$ cat src/rtl/hazard_scoreboard_pkg.sv
// Shared definitions for the decode-stage hazard scoreboard: resolver select codes
// and the default register-index type.
package hazard_pkg;

  localparam int NREG_DEF = 32;
  localparam int RW_DEF   = $clog2(NREG_DEF);

  typedef logic [RW_DEF-1:0] reg_idx_t;

  // Per-source resolution outcome, also useful as a debug tap
  localparam logic [1:0] FWD_SEL_NONE  = 2'd0;
  localparam logic [1:0] FWD_SEL_STAGE = 2'd1;
  localparam logic [1:0] FWD_SEL_LL    = 2'd2;
  localparam logic [1:0] FWD_SEL_STALL = 2'd3;

  function automatic logic sel_is_hit(input logic [1:0] sel);
    return (sel == FWD_SEL_STAGE) || (sel == FWD_SEL_LL);
  endfunction

endpackage

$ cat src/rtl/hazard_scoreboard_if.sv
// Issue/forward/completion bundle between decode and the hazard scoreboard.
interface hazard_scoreboard_if #(
  parameter int XLEN = 32,
  parameter int NREG = 32,
  parameter int NFWD = 3
);
  localparam int RW = $clog2(NREG);

  logic                 iss_valid;
  logic                 iss_ready;
  logic                 iss_use_rs1;
  logic                 iss_use_rs2;
  logic [RW-1:0]        iss_rs1;
  logic [RW-1:0]        iss_rs2;
  logic                 iss_wen;
  logic [RW-1:0]        iss_rd;
  logic                 iss_long;
  logic                 flush;
  logic [NFWD-1:0]      fwd_wen;
  logic [NFWD*RW-1:0]   fwd_rd;
  logic [NFWD-1:0]      fwd_rdy;
  logic [NFWD*XLEN-1:0] fwd_data;
  logic                 ll_done;
  logic [RW-1:0]        ll_rd;
  logic [XLEN-1:0]      ll_data;
  logic                 fwd_rs1_hit;
  logic                 fwd_rs2_hit;
  logic [XLEN-1:0]      fwd_rs1_data;
  logic [XLEN-1:0]      fwd_rs2_data;
  logic                 stall;

  modport master (
    output iss_valid, iss_use_rs1, iss_use_rs2, iss_rs1, iss_rs2, iss_wen, iss_rd,
           iss_long, flush, fwd_wen, fwd_rd, fwd_rdy, fwd_data, ll_done, ll_rd, ll_data,
    input  iss_ready, fwd_rs1_hit, fwd_rs2_hit, fwd_rs1_data, fwd_rs2_data, stall
  );

  modport slave (
    input  iss_valid, iss_use_rs1, iss_use_rs2, iss_rs1, iss_rs2, iss_wen, iss_rd,
           iss_long, flush, fwd_wen, fwd_rd, fwd_rdy, fwd_data, ll_done, ll_rd, ll_data,
    output iss_ready, fwd_rs1_hit, fwd_rs2_hit, fwd_rs1_data, fwd_rs2_data, stall
  );

endinterface

$ cat src/rtl/hazard_scoreboard_chk.sv
// Protocol checker: a long-latency completion must target a register that is busy.
module hazard_scoreboard_chk #(
  parameter int NREG = 32,
  parameter int RW   = $clog2(NREG)
) (
  input logic            clk,
  input logic            rst_n,
  input logic            ll_done,
  input logic [RW-1:0]   ll_rd,
  input logic [NREG-1:0] busy
);

  ll_done_targets_busy: assert property (
    @(posedge clk) disable iff (!rst_n)
    (ll_done && (ll_rd != {RW{1'b0}})) |-> busy[ll_rd]
  ) else $error("ll_done for a register that is not busy");

endmodule

$ cat src/rtl/hazard_scoreboard_fwd_select.sv
// Per-source priority resolver: youngest in-order stage, then the long-latency
// completion bypass, then the scoreboard busy bit.
module fwd_select
  import hazard_pkg::*;
#(
  parameter int XLEN = 32,
  parameter int NREG = 32,
  parameter int NFWD = 3,
  parameter int RW   = $clog2(NREG)
) (
  input  logic                 use_src,
  input  logic [RW-1:0]        src,
  input  logic [NFWD-1:0]      fwd_wen,
  input  logic [NFWD*RW-1:0]   fwd_rd,
  input  logic [NFWD-1:0]      fwd_rdy,
  input  logic [NFWD*XLEN-1:0] fwd_data,
  input  logic                 ll_done,
  input  logic [RW-1:0]        ll_rd,
  input  logic [XLEN-1:0]      ll_data,
  input  logic [NREG-1:0]      busy,
  output logic [1:0]           sel,
  output logic [XLEN-1:0]      data
);

  logic            st_match_s;
  logic            st_rdy_s;
  logic [XLEN-1:0] st_data_s;

  // Scan oldest to youngest so the youngest matching stage is left standing
  always_comb begin
    st_match_s = 1'b0;
    st_rdy_s   = 1'b0;
    st_data_s  = '0;
    for (int i = NFWD - 1; i >= 0; i--) begin
      if (fwd_wen[i] && (fwd_rd[i*RW +: RW] == src)) begin
        st_match_s = 1'b1;
        st_rdy_s   = fwd_rdy[i];
        st_data_s  = fwd_data[i*XLEN +: XLEN];
      end else begin
        st_match_s = st_match_s;
      end
    end
  end

  // Resolution priority; x0 never resolves to anything
  always_comb begin
    sel = FWD_SEL_NONE;
    if (!use_src || (src == {RW{1'b0}})) begin
      sel = FWD_SEL_NONE;
    end else if (st_match_s) begin
      sel = st_rdy_s ? FWD_SEL_STAGE : FWD_SEL_STALL;
    end else if (ll_done && (ll_rd == src)) begin
      sel = FWD_SEL_LL;
    end else if (busy[src]) begin
      sel = FWD_SEL_STALL;
    end else begin
      sel = FWD_SEL_NONE;
    end
  end

  // Data mux driven by the resolved select
  always_comb begin
    case (sel)
      FWD_SEL_STAGE: data = st_data_s;
      FWD_SEL_LL:    data = ll_data;
      default:       data = '0;
    endcase
  end

endmodule

$ cat src/rtl/hazard_scoreboard.sv
// Decode-side RAW/WAW hazard detection with forwarding and a long-latency
// register scoreboard plus a stall-cycle counter.
module hazard_scoreboard
  import hazard_pkg::*;
#(
  parameter int XLEN = 32,
  parameter int NREG = 32,
  parameter int NFWD = 3
) (
  input  logic                  clk,
  input  logic                  rst_n,
  hazard_scoreboard_if.slave    bus,
  output logic [NREG-1:0]       busy,
  output logic [XLEN-1:0]       stall_cnt
);

  localparam int RW = $clog2(NREG);

  logic [NREG-1:0] busy_r;
  logic [NREG-1:0] busy_nxt_s;
  logic [XLEN-1:0] stall_cnt_r;
  logic [1:0]      sel1_s;
  logic [1:0]      sel2_s;
  logic            waw_s;
  logic            ready_s;
  logic            fire_s;

  fwd_select #(.XLEN(XLEN), .NREG(NREG), .NFWD(NFWD), .RW(RW)) u_rs1 (
    .use_src(bus.iss_use_rs1), .src(bus.iss_rs1),
    .fwd_wen(bus.fwd_wen), .fwd_rd(bus.fwd_rd), .fwd_rdy(bus.fwd_rdy), .fwd_data(bus.fwd_data),
    .ll_done(bus.ll_done), .ll_rd(bus.ll_rd), .ll_data(bus.ll_data),
    .busy(busy_r), .sel(sel1_s), .data(bus.fwd_rs1_data)
  );

  fwd_select #(.XLEN(XLEN), .NREG(NREG), .NFWD(NFWD), .RW(RW)) u_rs2 (
    .use_src(bus.iss_use_rs2), .src(bus.iss_rs2),
    .fwd_wen(bus.fwd_wen), .fwd_rd(bus.fwd_rd), .fwd_rdy(bus.fwd_rdy), .fwd_data(bus.fwd_data),
    .ll_done(bus.ll_done), .ll_rd(bus.ll_rd), .ll_data(bus.ll_data),
    .busy(busy_r), .sel(sel2_s), .data(bus.fwd_rs2_data)
  );

  // WAW: keep at most one outstanding producer per register across both paths
  always_comb begin
    waw_s = bus.iss_wen && (bus.iss_rd != {RW{1'b0}}) && busy_r[bus.iss_rd]
            && !(bus.ll_done && (bus.ll_rd == bus.iss_rd));
    for (int i = 0; i < NFWD; i++) begin
      if (bus.iss_long && bus.iss_wen && (bus.iss_rd != {RW{1'b0}}) && bus.fwd_wen[i]
          && (bus.fwd_rd[i*RW +: RW] == bus.iss_rd)) begin
        waw_s = 1'b1;
      end else begin
        waw_s = waw_s;
      end
    end
  end

  assign ready_s = (sel1_s != FWD_SEL_STALL) && (sel2_s != FWD_SEL_STALL) && !waw_s && !bus.flush;
  assign fire_s  = bus.iss_valid && ready_s;

  assign bus.iss_ready   = ready_s;
  assign bus.stall       = bus.iss_valid && !ready_s;
  assign bus.fwd_rs1_hit = sel_is_hit(sel1_s);
  assign bus.fwd_rs2_hit = sel_is_hit(sel2_s);

  // Next busy vector: completion clears first so a same-cycle re-issue wins
  always_comb begin
    busy_nxt_s = busy_r;
    if (bus.ll_done) begin
      busy_nxt_s[bus.ll_rd] = 1'b0;
    end else begin
      busy_nxt_s = busy_nxt_s;
    end
    if (fire_s && bus.iss_long && bus.iss_wen && (bus.iss_rd != {RW{1'b0}})) begin
      busy_nxt_s[bus.iss_rd] = 1'b1;
    end else begin
      busy_nxt_s = busy_nxt_s;
    end
  end

  // Scoreboard and stall counter state
  always_ff @(posedge clk) begin
    if (!rst_n) begin
      busy_r      <= '0;
      stall_cnt_r <= '0;
    end else begin
      busy_r <= busy_nxt_s;
      if (bus.iss_valid && !ready_s && !bus.flush) begin
        stall_cnt_r <= stall_cnt_r + {{(XLEN-1){1'b0}}, 1'b1};
      end
    end
  end

  assign busy      = busy_r;
  assign stall_cnt = stall_cnt_r;

  hazard_scoreboard_chk #(.NREG(NREG), .RW(RW)) u_chk (
    .clk(clk), .rst_n(rst_n), .ll_done(bus.ll_done), .ll_rd(bus.ll_rd), .busy(busy_r)
  );

endmodule

$ cat src/flat_wrapper.sv
// flat-port wrapper written by rule: the top's interface ports become plain ports
module hazard_scoreboard_flat import hazard_pkg::*;
#(
  parameter int XLEN = 32,
  parameter int NREG = 32,
  parameter int NFWD = 3
)
  (clk, rst_n, busy, stall_cnt, bus_iss_valid, bus_iss_use_rs1, bus_iss_use_rs2, bus_iss_rs1, bus_iss_rs2, bus_iss_wen, bus_iss_rd, bus_iss_long, bus_flush, bus_fwd_wen, bus_fwd_rd, bus_fwd_rdy, bus_fwd_data, bus_ll_done, bus_ll_rd, bus_ll_data, bus_iss_ready, bus_fwd_rs1_hit, bus_fwd_rs2_hit, bus_fwd_rs1_data, bus_fwd_rs2_data, bus_stall);
  hazard_scoreboard_if #(.XLEN(XLEN), .NREG(NREG), .NFWD(NFWD)) bus_i ();
  input  logic clk;
  input  logic rst_n;
  output logic [NREG-1:0] busy;
  output logic [XLEN-1:0] stall_cnt;
  input wire logic [$bits(bus_i.iss_valid)-1:0] bus_iss_valid;
  input wire logic [$bits(bus_i.iss_use_rs1)-1:0] bus_iss_use_rs1;
  input wire logic [$bits(bus_i.iss_use_rs2)-1:0] bus_iss_use_rs2;
  input wire logic [$bits(bus_i.iss_rs1)-1:0] bus_iss_rs1;
  input wire logic [$bits(bus_i.iss_rs2)-1:0] bus_iss_rs2;
  input wire logic [$bits(bus_i.iss_wen)-1:0] bus_iss_wen;
  input wire logic [$bits(bus_i.iss_rd)-1:0] bus_iss_rd;
  input wire logic [$bits(bus_i.iss_long)-1:0] bus_iss_long;
  input wire logic [$bits(bus_i.flush)-1:0] bus_flush;
  input wire logic [$bits(bus_i.fwd_wen)-1:0] bus_fwd_wen;
  input wire logic [$bits(bus_i.fwd_rd)-1:0] bus_fwd_rd;
  input wire logic [$bits(bus_i.fwd_rdy)-1:0] bus_fwd_rdy;
  input wire logic [$bits(bus_i.fwd_data)-1:0] bus_fwd_data;
  input wire logic [$bits(bus_i.ll_done)-1:0] bus_ll_done;
  input wire logic [$bits(bus_i.ll_rd)-1:0] bus_ll_rd;
  input wire logic [$bits(bus_i.ll_data)-1:0] bus_ll_data;
  output wire logic [$bits(bus_i.iss_ready)-1:0] bus_iss_ready;
  output wire logic [$bits(bus_i.fwd_rs1_hit)-1:0] bus_fwd_rs1_hit;
  output wire logic [$bits(bus_i.fwd_rs2_hit)-1:0] bus_fwd_rs2_hit;
  output wire logic [$bits(bus_i.fwd_rs1_data)-1:0] bus_fwd_rs1_data;
  output wire logic [$bits(bus_i.fwd_rs2_data)-1:0] bus_fwd_rs2_data;
  output wire logic [$bits(bus_i.stall)-1:0] bus_stall;
  assign bus_i.iss_valid = bus_iss_valid;
  assign bus_i.iss_use_rs1 = bus_iss_use_rs1;
  assign bus_i.iss_use_rs2 = bus_iss_use_rs2;
  assign bus_i.iss_rs1 = bus_iss_rs1;
  assign bus_i.iss_rs2 = bus_iss_rs2;
  assign bus_i.iss_wen = bus_iss_wen;
  assign bus_i.iss_rd = bus_iss_rd;
  assign bus_i.iss_long = bus_iss_long;
  assign bus_i.flush = bus_flush;
  assign bus_i.fwd_wen = bus_fwd_wen;
  assign bus_i.fwd_rd = bus_fwd_rd;
  assign bus_i.fwd_rdy = bus_fwd_rdy;
  assign bus_i.fwd_data = bus_fwd_data;
  assign bus_i.ll_done = bus_ll_done;
  assign bus_i.ll_rd = bus_ll_rd;
  assign bus_i.ll_data = bus_ll_data;
  assign bus_iss_ready = bus_i.iss_ready;
  assign bus_fwd_rs1_hit = bus_i.fwd_rs1_hit;
  assign bus_fwd_rs2_hit = bus_i.fwd_rs2_hit;
  assign bus_fwd_rs1_data = bus_i.fwd_rs1_data;
  assign bus_fwd_rs2_data = bus_i.fwd_rs2_data;
  assign bus_stall = bus_i.stall;
  hazard_scoreboard #(.XLEN(XLEN), .NREG(NREG), .NFWD(NFWD)) u_core (.clk(clk), .rst_n(rst_n), .bus(bus_i), .busy(busy), .stall_cnt(stall_cnt));
endmodule
$ cat config.mk
export PLATFORM = sky130hd
export DESIGN_NAME = hazard_scoreboard_flat
export DESIGN_NICKNAME = d
export VERILOG_FILES = /design/src/rtl/hazard_scoreboard_pkg.sv /design/src/rtl/hazard_scoreboard_if.sv /design/src/rtl/hazard_scoreboard_chk.sv /design/src/rtl/hazard_scoreboard_fwd_select.sv /design/src/rtl/hazard_scoreboard.sv /design/src/flat_wrapper.sv
export SDC_FILE = /design/constraint.sdc
export NUM_CORES = 1
export LEC_CHECK = 0
export ABC_AREA = 1
export ABC_CLOCK_PERIOD_IN_PS = 3300
export CAP_MARGIN = 20
export CORE_MARGIN = 1
export CORE_UTILIZATION = 40
export CTS_BUF_LIST = sky130_fd_sc_hd__clkbuf_4
export CTS_CLUSTER_DIAMETER = 80
export DETAILED_ROUTE_END_ITERATION = 8
export MAX_ROUTING_LAYER = met4
export PLACE_DENSITY = 0.82
export SLEW_MARGIN = 25
export SYNTH_ARGS = -nofsm -noshare
export SYNTH_HDL_FRONTEND = slang
export SYNTH_SLANG_ARGS = --single-unit
export TNS_END_PERCENT = 10
$ cat constraint.sdc
create_clock -name clk -period 3.3 [get_ports clk]
set_clock_uncertainty 0.2 [all_clocks]
set_input_delay 0.495 -clock clk [delete_from_list [all_inputs] [get_ports clk]]
set_output_delay 0.495 -clock clk [all_outputs]
set_load 0.01 [all_outputs]
* Yosys cells after proc, flatten, opt, wreduce, memory -nomap -nowiden
Index checks and enable logic that the tools add are counted.
** Cells by class
- Multiplexer cells :: 45
- Magnitude comparators :: 6
- Reductions and logical operators :: 44
- $add $sub $neg :: 1
- Eq/ne operators :: 18
- Bitwise operators :: 3
** Operators by type and width (count)
- $mux W32 :: 8
- $pmux W32 S2 :: 2
- $eq A5 B5 Y1 :: 12
- $add A32 B1 Y32 const B :: 1
- $and A32 B32 Y32 :: 1
- $not A32 Y32 :: 1
- $or A32 B32 Y32 :: 1
- $logic_and A1 B1 Y1 :: 31
- $lt A5 B6 Y1 const B :: 4
- $mux W1 :: 20
- $mux W2 :: 10
- $bmux W1 S5 :: 3
- $demux W1 S5 :: 2
- $ge A5 B1 Y1 const B :: 2
- $logic_not A5 Y1 :: 2
- $logic_not A1 Y1 :: 6
- $reduce_bool A5 Y1 :: 1
- $eq A2 B1 Y1 const B :: 2
- $eq A2 B2 Y1 const B :: 2
- $logic_or A1 B1 Y1 :: 4
- $ne A2 B2 Y1 const B :: 2
** Word-level totals
- Flip-flop bits (word level) :: 64
- Bits of input ports :: 178
- Output and inout bits :: 132
- Logic and storage cells :: 119

* Depth between registers and ports, before layout
- Depth after elaboration :: 17
- Mapped depth :: 21
- Depth with buffers taken out :: 19

* Hierarchy
From an unflattened synthesis, not the netlist that was laid out.
** Unflattened totals
- Cells, all modules :: 1697
- Area total of the unflattened synthesis :: 9741.8 sq um
** By module, submodules not included
- fwd_select :: cells each 491, times used 2, area an instance 2663.8 sq um, seq. area each 0.0 sq um
- hazard_scoreboard :: cells each 715, times used 1, area an instance 4414.2 sq um, seq. area each 1281.2 sq um

* Least setup slack after synthesis
No wires, ideal clock.
- Path kind :: input -> output
- From :: input bus_iss_rs2[2]
- To :: output bus_stall
- Slack :: 18 ps
- Cell stages on the path :: 18
- Required time :: 2605 ps
- Path buffers :: 3
- Arrival :: 2587 ps
- Path through :: buf_2 > inv_1 > o22ai_1 > a21oi_1 > nand3_1 > inv_1 > buf_2 > nand2_1 > nand3b_1 > nor2_1 > ha_1 > nor2_1 > nand2_1 > a21oi_2 > nand2_4 > clkinv_2 > buf_6 > nor2_1
** Between the ends
- Cells in the longest elaborated chain, start to end :: 14
- Elaborated cells between the ends (all ways) :: 29
- Classes of those cells :: eq/ne (5); mux (13); reduce/logical (11)
** RTL lines
- start: declaration :: line flat_wrapper.sv:18 : input wire logic [$bits(bus_i.iss_rs2)-1:0] bus_iss_rs2;
- parallel branches: the longest is 7 deep, another holds $bmux W1 S5
- $mux W2 (*) :: line hazard_scoreboard_fwd_select.sv:48 : if (!use_src || (src == {RW{1'b0}})) begin
- $ne A2 B2 Y1 (*) :: line hazard_scoreboard.sv:56 : assign ready_s = (sel1_s != FWD_SEL_STALL) && (sel2_s != FWD_SEL_STALL) && !waw_s && !bus.flush;
- $logic_and A1 B1 Y1 (*) (3 in a row) :: line hazard_scoreboard.sv:56
- via bus_iss_ready :: line flat_wrapper.sv:30 : output wire logic [$bits(bus_i.iss_ready)-1:0] bus_iss_ready;
- $logic_not A1 Y1 (*) :: line hazard_scoreboard.sv:60 : assign bus.stall = bus.iss_valid && !ready_s;
- $logic_and A1 B1 Y1 (*) :: line hazard_scoreboard.sv:60
- end: declaration :: line flat_wrapper.sv:35 : output wire logic [$bits(bus_i.stall)-1:0] bus_stall;
Mark *: on every way through the listed nets, which the timed path passes. The select of a mux whose other input is x is not followed.

* Worst setup path after layout
- From :: input bus_fwd_rd[11]
- To :: output bus_fwd_rs2_data[3]
** Between the ends
- Cells in the longest elaborated chain, start to end :: 10
- Elaborated cells between the ends (all ways) :: 17
- Classes of those cells :: eq/ne (3); mux (13); reduce/logical (1)
** RTL lines
- start: declaration :: line flat_wrapper.sv:24 : input wire logic [$bits(bus_i.fwd_rd)-1:0] bus_fwd_rd;
- $eq A5 B5 Y1 (*) :: line hazard_scoreboard_fwd_select.sv:35 : if (fwd_wen[i] && (fwd_rd[i*RW +: RW] == src)) begin
- $logic_and A1 B1 Y1 (*) :: line hazard_scoreboard_fwd_select.sv:35
- $mux W1 (3 in a row) :: line hazard_scoreboard_fwd_select.sv:35
- $mux W2 :: line hazard_scoreboard_fwd_select.sv:51 : sel = st_rdy_s ? FWD_SEL_STAGE : FWD_SEL_STALL;
- $mux W2 :: line hazard_scoreboard_fwd_select.sv:50 : end else if (st_match_s) begin
- $mux W2 :: line hazard_scoreboard_fwd_select.sv:48
- $eq A2 B2 Y1 or $eq A2 B1 Y1 (tied branches) :: line hazard_scoreboard_fwd_select.sv:63 : case (sel)
- $pmux W32 S2 (*) :: line hazard_scoreboard_fwd_select.sv:63
- end: declaration :: line flat_wrapper.sv:34 : output wire logic [$bits(bus_i.fwd_rs2_data)-1:0] bus_fwd_rs2_data;
Every way passes the cells marked *; elsewhere a longest branch is shown, timed or not.

==> summary.md <==
| Metric | Value |
|---|---|
| Status | finished with violations |
| Failing checks | negative setup slack |
| Num CTS Buffers | 9 |
| Routability cong. | 1.00 |
| Largest net degree at the start of global routing | 57 |
| WP data required | 2.60 ns |
| Final cycle utilization of the critical path | 1.06 |
| GRT Overall Usage | 0.394 |
| Adder-cell share of the synthesized area | 0.0107 |
| IO Port Bufs | 309 |
| Starting Density | 0.413 |
| Clock Sinks | 64 |
| Commonest non-fill, non-tap cell in the layout | nand2_1 |
| Worst setup path endpoint | bus_fwd_rs2_data[3] |
| Max-cap violations | 0 |
| Width of the die | 145 um |
| Fmax | 287 MHz |
| DIE AREA | 0.0210 mm2 |
| Hold Buf Count CTS | 0 |
| Ratio of cells with drive above 1 in the final layout | 0.267 |
| Post-layout util | 0.675 |
| Pre-CTS setup slack | -1.22 ns |
| Avg Synthesized Cell Area | 5.50 um2 |
| Vias in the first global route | 11400 |
| Post-synthesis simple-gate area fraction | 0.382 |
| Actual slew at the worst max-slew pin | 0.595 ns |
| DRT Pass-1 Iters | 6 |
| Routed len/inst | 19.8 um |
| CTS root buf | clkbuf_4 |
| Synth Instances | 1482 |
| CTS clk-pin slew, worst paths | 0.13 ns |
| Initial DRC Count | 1446 |
| RSZ-0062 raised after global routing | true |
| Final Hold Vio Count | 0 |
| Final WL | 42400 um |
| Most frequent cells in the layout | 381 x nand2_1, 208 x clkdlybuf4s50_1, 143 x buf_4 |
| Grt ovf | 0 |
| Global-route wire length before repair | 62000 um |
| Pwr Density | 194 mW/mm2 |
| Reg-to-reg slack, setup | 0.30 ns |
| Final WS setup | -0.182 ns |
| Period minus WS final | 3.48 ns |
| Main combinational cell family by area after synthesis | simple AND/OR/NAND/NOR gates |
| Crit path from | bus_fwd_rd[11] |
| Peak VDD IR | 0.000233 V |
| Worst-Skew Late Latency | 0.43 ns |
| Final setup viols | 37 |
| Ys Warns | 0 |
| Lkg Pwr | 0.00543 uW |
| DRC Markers | 0 |
| H-tree depth | 3 |
| CORE AREA | 0.0197 mm2 |
| Maximum clock insertion buffer count | 2 |
| Cell variety after synth | 34 |
| Floorplan row count | 51 |
| Worst r2r src | u_core.busy[9] |
| CTS tree | yes |
| Worst reg2reg path endpoint | u_core.stall_cnt[12] |
| Worst Reg-to-Reg Cells | 19 |
| Max Slew Vio Count | 0 |
| Worst Hold Class | reg2reg |
| Hold WS | 0.299 ns |
| Post-Synth XOR/XNOR Area | 0.0355 |
| CP Data Arrival Time | 2.79 ns |
| Initial antenna violation count | 1 |
| Vias/cell | 5.84 |
| Post-synth net total | 1667 |
| Synthesized area | 0.00815 mm2 |
| Final setup TNS | -2.78 ns |
| CP Class | in2out |
| CP Launch Type | primary input |
| Seq cells post-synth | 64 |
| Post-route cell area | 0.0133 mm2 |
| Slew HR | 0.603 |
| I/O pins | 310 |
| Worst Setup End Kind | output port |
| Mux cell area share after synthesis | 0.00123 |
| Die Y | 145 um |
| HPWL Detailed | 29600 um |
| Via count | 12500 |
| Detail Route Antenna Nets | 0 |
| Post-synthesis sequential area ratio | 0.157 |
| Layout area overhead | 63.3% |
| Area after DPL | 0.0122 mm2 |
| # nets final | 2060 |
| Compound-Gate Fraction of Synth Area | 0.272 |
| Crit path max fanout | 8 |
-- stage by stage --
step / instances / power [uW]
floorplan: 1482 / 1290
global placement: 2085 / 1850
detailed placement: 2085 / 1850
CTS: 2133 / 2430
global route: 2146 / 2680
finish: 2146 / 2590
-- synthesized netlist by cell type --
cell type | instances | share of area
nand2_1 | 394 | 0.18
a21oi_1 | 216 | 0.13
inv_1 | 156 | 0.072
nand3_1 | 118 | 0.072
nor2_1 | 103 | 0.047
o21ai_0 | 71 | 0.044
o211ai_1 | 70 | 0.064
dfxtp_1 | 64 | 0.16
clkbuf_1 | 59 | 0.027
nand4_1 | 39 | 0.030
buf_2 | 29 | 0.018
nor3_1 | 29 | 0.018
xor2_1 | 25 | 0.027
o22ai_1 | 21 | 0.016
nand3_2 | 18 | 0.022
buf_4 | 10 | 0.0092
inv_2 | 8 | 0.0037
xnor2_1 | 8 | 0.0086
a211oi_1 | 7 | 0.0064
buf_6 | 7 | 0.0097
ha_1 | 7 | 0.011
a21oi_2 | 4 | 0.0043
nand3b_1 | 4 | 0.0037
o2111ai_1 | 3 | 0.0032
nor3_2 | 2 | 0.0025
o21ai_1 | 2 | 0.0012
buf_1 | 1 | 0.00046
clkinv_2 | 1 | 0.00061
inv_4 | 1 | 0.00077
mux2i_1 | 1 | 0.0012
nand2_2 | 1 | 0.00077
nand2_4 | 1 | 0.0014
nand3_4 | 1 | 0.0021
nor2_2 | 1 | 0.00077
-- worst min path at each step --
stage / from / to / slack (ns) / cells past startpoint
after floorplan: u_core.stall_cnt[31] / u_core.stall_cnt[31] / 0.30 / 2
after global placement: u_core.busy[0] / u_core.busy[0] / 0.27 / 2
after detailed placement: u_core.busy[0] / u_core.busy[0] / 0.28 / 2
after CTS: u_core.busy[0] / u_core.busy[0] / 0.29 / 2
after global routing: u_core.busy[0] / u_core.busy[0] / 0.34 / 2
final: u_core.busy[0] / u_core.busy[0] / 0.30 / 2
-- routing by layer --
metal | up-vias | track usage | routed length [um]
li1 | 5762 | - | -
met1 | 5650 | 0.493 | 16200
met2 | 924 | 0.578 | 18300
met3 | 204 | 0.104 | 5510
met4 | 0 | 0.208 | 2420
met5 | - | - | 0
-- area by class of cell --
| cell class | instances | area (um2) |
|---|---|---|
| multi-input cells | 1146 | 6420 |
| repair inverters | 1 | 7.51 |
| inverters | 166 | 647 |
| fillers | 1700 | 6400 |
| repair buffers | 487 | 4490 |
| clock inverters | 7 | 47.5 |
| diodes | 1 | 2.50 |
| well taps | 265 | 332 |
| clock buffers | 9 | 67.6 |
| flip-flops and latches | 64 | 1290 |
-- critical path, stage by stage --
cell and delay [ns]:
clkdlybuf4s15_2 0.20, buf_4 0.15, o22ai_4 0.18, a21oi_2 0.06, nand3_2 0.11, inv_2 0.05
nand2_1 0.05, nand2_1 0.05, o211ai_1 0.10, nand3b_1 0.13, buf_4 0.16, nor2_4 0.13
ha_4 0.17, buf_6 0.13, buf_12 0.14, nand2_2 0.06, a21oi_2 0.24, buf_2 0.18
-- sequential cells by signal, indices dropped and copies added, names as in the netlist --
register,flops
u_core.busy,32
u_core.stall_cnt,32
-- cell families after synthesis --
kind of cell / after synthesis
adder cells (fa/ha/maj): 7
multiplexers: 1
buffers and inverters: 272
XOR/XNOR: 33
AND/OR/NAND/NOR: 711
AO/OA/AOI/OAI: 394
flip-flops: 64
-- repair_timing --
item,4_1_cts,5_1_grt
endpoints found under the setup margin,131,68
gates cloned,9,2
pin swaps,61,63
gates resized for setup,479,160
buffers inserted,23,10
-- power breakdown --
group / switching [uW] / internal (uW) / total (uW)
clock network: 321 / 155 / 476
registers: 2.71 / 775 / 777
logic: 745 / 589 / 1330
total: 1070 / 1520 / 2590
No activity file was read; power rests on OpenSTA's default activity.
